### src/rtl/mioc_gate_pattern_seq.sv
// Stimulus/capture sequencer for 4-input MIOC gate test structures: steps the
// gate inputs through every code, samples the synchronized z and scores it.
module mioc_gate_pattern_seq #(
  parameter int          NUM_PATTERNS  = 16,
  parameter int          SETTLE_CYCLES = 4,
  parameter logic [15:0] EXPECTED      = 16'h0111
) (
  input  logic        i_clk,
  input  logic        i_rst_n,
  input  logic        i_start,
  input  logic        i_abort,
  input  logic        i_gate_z,
  output logic [3:0]  o_gate_in,
  output logic        o_busy,
  output logic        o_done,
  output logic        o_pass,
  output logic [4:0]  o_fail_cnt,
  output logic [15:0] o_result_vec
);

  // state    | meaning
  // S_IDLE   | waiting for start; gate_in holds last pattern
  // S_DRIVE  | apply current code to the gate
  // S_SETTLE | hold code for SETTLE_CYCLES clocks
  // S_SAMPLE | capture synchronized z and score it
  // S_DONE   | one-cycle done pulse, pass valid
  typedef enum logic [2:0] {
    S_IDLE, S_DRIVE, S_SETTLE, S_SAMPLE, S_DONE
  } state_t;

  localparam int CW = (SETTLE_CYCLES > 1) ? $clog2(SETTLE_CYCLES) : 1;
  localparam logic [CW-1:0] CNT_LAST = CW'(SETTLE_CYCLES - 1);
  localparam logic [3:0]    PAT_LAST = 4'(NUM_PATTERNS - 1);

  state_t        r_state;
  logic [3:0]    r_pat;
  logic [CW-1:0] r_cnt;
  logic          r_z1;
  logic          r_z2;
  logic [3:0]    r_gate_in;
  logic          r_busy;
  logic          r_done;
  logic          r_pass;
  logic [4:0]    r_fail_cnt;
  logic [15:0]   r_result_vec;

  logic          w_mismatch;
  logic [4:0]    w_fail_next;
  logic          w_last;

  assign w_mismatch  = (r_z2 != EXPECTED[r_pat]);
  assign w_fail_next = r_fail_cnt + {4'b0000, w_mismatch};
  assign w_last      = (r_pat == PAT_LAST);

  always_ff @(posedge i_clk) begin
    if (!i_rst_n) begin
      r_state      <= S_IDLE;
      r_pat        <= '0;
      r_cnt        <= '0;
      r_z1         <= 1'b0;
      r_z2         <= 1'b0;
      r_gate_in    <= '0;
      r_busy       <= 1'b0;
      r_done       <= 1'b0;
      r_pass       <= 1'b0;
      r_fail_cnt   <= '0;
      r_result_vec <= '0;
    end else begin
      r_z1   <= i_gate_z;
      r_z2   <= r_z1;
      r_done <= 1'b0;
      if (i_abort && (r_state == S_DRIVE || r_state == S_SETTLE || r_state == S_SAMPLE)) begin
        // abort leaves the partial score visible for readout
        r_state   <= S_IDLE;
        r_gate_in <= '0;
        r_busy    <= 1'b0;
        r_pass    <= 1'b0;
      end else begin
        case (r_state)
          S_IDLE: begin
            if (i_start) begin
              r_state      <= S_DRIVE;
              r_pat        <= '0;
              r_gate_in    <= '0;
              r_fail_cnt   <= '0;
              r_result_vec <= '0;
              r_pass       <= 1'b0;
              r_busy       <= 1'b1;
            end
          end
          S_DRIVE: begin
            r_gate_in <= r_pat;
            r_cnt     <= '0;
            r_state   <= S_SETTLE;
          end
          S_SETTLE: begin
            if (r_cnt == CNT_LAST) r_state <= S_SAMPLE;
            else                   r_cnt   <= r_cnt + CW'(1);
          end
          S_SAMPLE: begin
            r_result_vec[r_pat] <= r_z2;
            r_fail_cnt          <= w_fail_next;
            if (w_last) begin
              r_state <= S_DONE;
              r_busy  <= 1'b0;
              r_done  <= 1'b1;
              r_pass  <= (w_fail_next == 5'd0);
            end else begin
              r_pat   <= r_pat + 4'd1;
              r_state <= S_DRIVE;
            end
          end
          S_DONE:  r_state <= S_IDLE;
          default: r_state <= S_IDLE;
        endcase
      end
    end
  end

  assign o_gate_in    = r_gate_in;
  assign o_busy       = r_busy;
  assign o_done       = r_done;
  assign o_pass       = r_pass;
  assign o_fail_cnt   = r_fail_cnt;
  assign o_result_vec = r_result_vec;

endmodule

### config.mk
export PLATFORM = sky130hd
export DESIGN_NAME = mioc_gate_pattern_seq
export DESIGN_NICKNAME = d
export VERILOG_FILES = /design/src/rtl/mioc_gate_pattern_seq.sv
export SDC_FILE = /design/constraint.sdc
export NUM_CORES = 1
export LEC_CHECK = 0
export CAP_MARGIN = 30
export CORE_ASPECT_RATIO = 0.9
export CORE_MARGIN = 2
export CORE_UTILIZATION = 45
export DETAILED_ROUTE_END_ITERATION = 7
export PLACE_DENSITY = 0.68
export SLEW_MARGIN = 20
export SYNTH_ARGS = -nofsm -noshare
export SYNTH_HDL_FRONTEND = slang
export SYNTH_SLANG_ARGS = --single-unit
export TNS_END_PERCENT = 1
### constraint.sdc
create_clock -name i_clk -period 5.3 [get_ports i_clk]
set_clock_uncertainty 0.2 [all_clocks]
set_input_delay 0.795 -clock i_clk [delete_from_list [all_inputs] [get_ports i_clk]]
set_output_delay 0.795 -clock i_clk [all_outputs]
set_load 0.03 [all_outputs]
==> results.sh <==
export IMPL_synth_cell_types=39
export IMPL_drc=0
export IMPL_cts_repair_resized=0
export IMPL_r2r_start="r_z2"
export IMPL_ios=33
export IMPL_clkTransAtPathRegs_ns=0.07
export IMPL_worstSetupStartpoint="i_rst_n"
export IMPL_fmax_mhz=365
export IMPL_syn_to_final_growth_pct=21.9
export IMPL_fin_area_um2=2310
export IMPL_synth_edf_count=0
export IMPL_fin_cells=309
export IMPL_post_route_util=0.570
export IMPL_ant_nets=0
export IMPL_holdWs_ns=0.234
export IMPL_crit_path_end_kind="register"
export IMPL_drive_gt1_frac=0.0383
export IMPL_overflow=0
export IMPL_comb_power_share=0.103
export IMPL_mostFrequentLayoutCell="a21oi_1"
export IMPL_ys_flop_type="dfxtp_1"
export IMPL_dieArea_um2=4740
export IMPL_hp_class="reg -> reg"
export IMPL_hold_depth=1
export IMPL_hold_buffers=0
export IMPL_power_frac_clock=0.355
export IMPL_rows=22
export IMPL_start_util=0.468
export IMPL_wl_per_cell_um=14.0
export IMPL_grt_pass1_wl_um=7160
export IMPL_path_class="in -> reg"
export IMPL_critPathMaxFanout=26
export IMPL_n_fill_cell=387
export IMPL_clock_tree_buffer_depth=2
export IMPL_period_share=0.517
export IMPL_dieHeight_um=65.5
export IMPL_via_per_inst=5.59
export IMPL_switching_power_uw=147
export IMPL_root_buffer="clkbuf_8"
export IMPL_die_x_um=72.4
export IMPL_cts_made_buffers=5
export IMPL_grt_max_degree=27
export IMPL_fin_nets=272
export IMPL_powerDensity_nw_per_um2=251
export IMPL_required_ns=5.24
export IMPL_ir_drop_uv=144
export IMPL_final_hold_violation_count=0
export IMPL_hold_start="r_z1"
export IMPL_slew_headroom=0.540
export IMPL_cp_start_kind="primary input"
export IMPL_totalWireLength_um=4320
export IMPL_cts_setup_buffers=0
export IMPL_cts_tree="yes"
export IMPL_status="finished, final reports clean"
export IMPL_core_area_um2=4050
export IMPL_clock_latency_ns=0.29
export IMPL_setup_viol=0
export IMPL_internal_power_uw=432
export IMPL_netlist_area_um2=1890
export IMPL_pwr_share_seq=0.542
export IMPL_io_buffers=32
export IMPL_syn_num_nets=248
export IMPL_worstMarginPinSlew_ns=0.685
export IMPL_leakage_uw=0.000844
export IMPL_yosys_warnings=0
export IMPL_cts_sinks=40
export IMPL_avgSynthCellArea_um2=8.02
export IMPL_slew_violations=0
export IMPL_ys_seq_area_frac=0.423
export IMPL_finalWeightedCongestion=0.849
export IMPL_seq_area_um2=801
export IMPL_sw_frac_of_total=0.254
export IMPL_synthesis_instances=236
export IMPL_dr_pass1_iters=4
export IMPL_n_antenna_cell=0
export IMPL_multi_input_area_um2=1010
export IMPL_vias=1727
export IMPL_setup_tns_ns=0
export IMPL_track_usage=0.193
export IMPL_ys_async_sr_fraction=0
export IMPL_ys_ff_latch=40
export IMPL_placed_cell_area_um2=2220
export IMPL_grt_pass1_vias=1476
export IMPL_place_inst=301
export IMPL_drv_cap=0
export IMPL_hpwl_um=2940
export IMPL_h_tree_depth=2
export IMPL_fin_crit_ns=2.74
export IMPL_antenna_found_initial=0
export IMPL_grt_setup_unrepaired="false"
export IMPL_rr_worst_depth=6
export IMPL_drtIter0Drc=105
export IMPL_arrival_ns=2.68
export IMPL_final_cell_mix="a21oi_1 (43), dfxtp_1 (40), clkdlybuf4s50_1 (32)"
-- cells in the mapped netlist (4+ instances only) --
cell      count  area, um^2
dfxtp_1      40         801
nand2_1      23        86.3
and3_1        5        31.3
nand3_1       6        30.0
clkbuf_1     12        45.0
a21oi_1      43         215
nor2_1       17        63.8
o21ai_0       6        30.0
o21ai_1      22         110
a22oi_1       4        30.0
ha_1          7        87.6
and2_1        7        43.8
-- power by group through the flow --
stage                     clock [uW]  combinational, uW  sequential [uW]
after floorplan                    0               44.8              317
after global placement             0               59.0              321
after detailed placement           0               59.7              321
after CTS                        211               59.8              314
after global routing             227               65.9              315
final                            206               59.5              314
-- per-layer routing --
layer,vias to the layer above,share of wire,GRT usage
met2,39,0.41,0.261
met1,798,0.54,0.288
met4,0,0.013,0.0833
met5,-,0,0
li1,883,-,-
met3,7,0.037,0.0429
-- path summary, 6_finish.rpt --
| path | end | slack [ns] |
|---|---|---|
| hold / removal | r_z2 | 0.23 |
| setup / recovery | register | 2.56 |
| hold reg to reg | r_z2 | 0.23 |
| setup reg to reg | o_pass | 2.79 |
-- worst max-delay path: stages --
cell,delay [ns]
clkdlybuf4s50_1,0.55
clkinv_1,0.59
a2111oi_0,0.65
a32oi_1,0.10
-- area by class of cell --
cell class,count,share of cell area
Inverter,4,0.00651
Timing Repair Buffer,33,0.142
Tap cell,48,0.0260
Sequential cell,40,0.347
Clock buffer,8,0.0390
Multi-Input combinational cell,176,0.439
-- logic make-up (layout without fill, tap and decap cells) --
group,count (synthesis),in the layout,share of synthesized area
adders and majority gates,7,7,0.0463
xor gates and xnor gates,4,4,0.0185
AOI/OAI and AO/OA,82,82,0.235
buffers and inverters,20,45,0.0416
and+or+nand+nor,82,82,0.231
DFF,40,40,0.423
muxes,1,1,0.00529
-- stage by stage --
step	setup WS, ns	total power (uW)
after floorplan	2.88	362
after global placement	2.30	380
after detailed placement	2.24	380
after CTS	2.56	584
after global routing	2.29	608
final	2.56	579
-- state kept, by name, indices dropped and copies added (netlist names), named ones only --
| name | cells |
|---|---|
| o_busy | 1 |
| o_done | 1 |
| o_fail_cnt | 5 |
| o_gate_in | 4 |
| o_pass | 1 |
| o_result_vec | 16 |
| r_cnt | 2 |
| r_pat | 4 |
| r_state | 3 |
| r_z1 | 1 |
| r_z2 | 1 |
(Power assumes the default switching activity.)
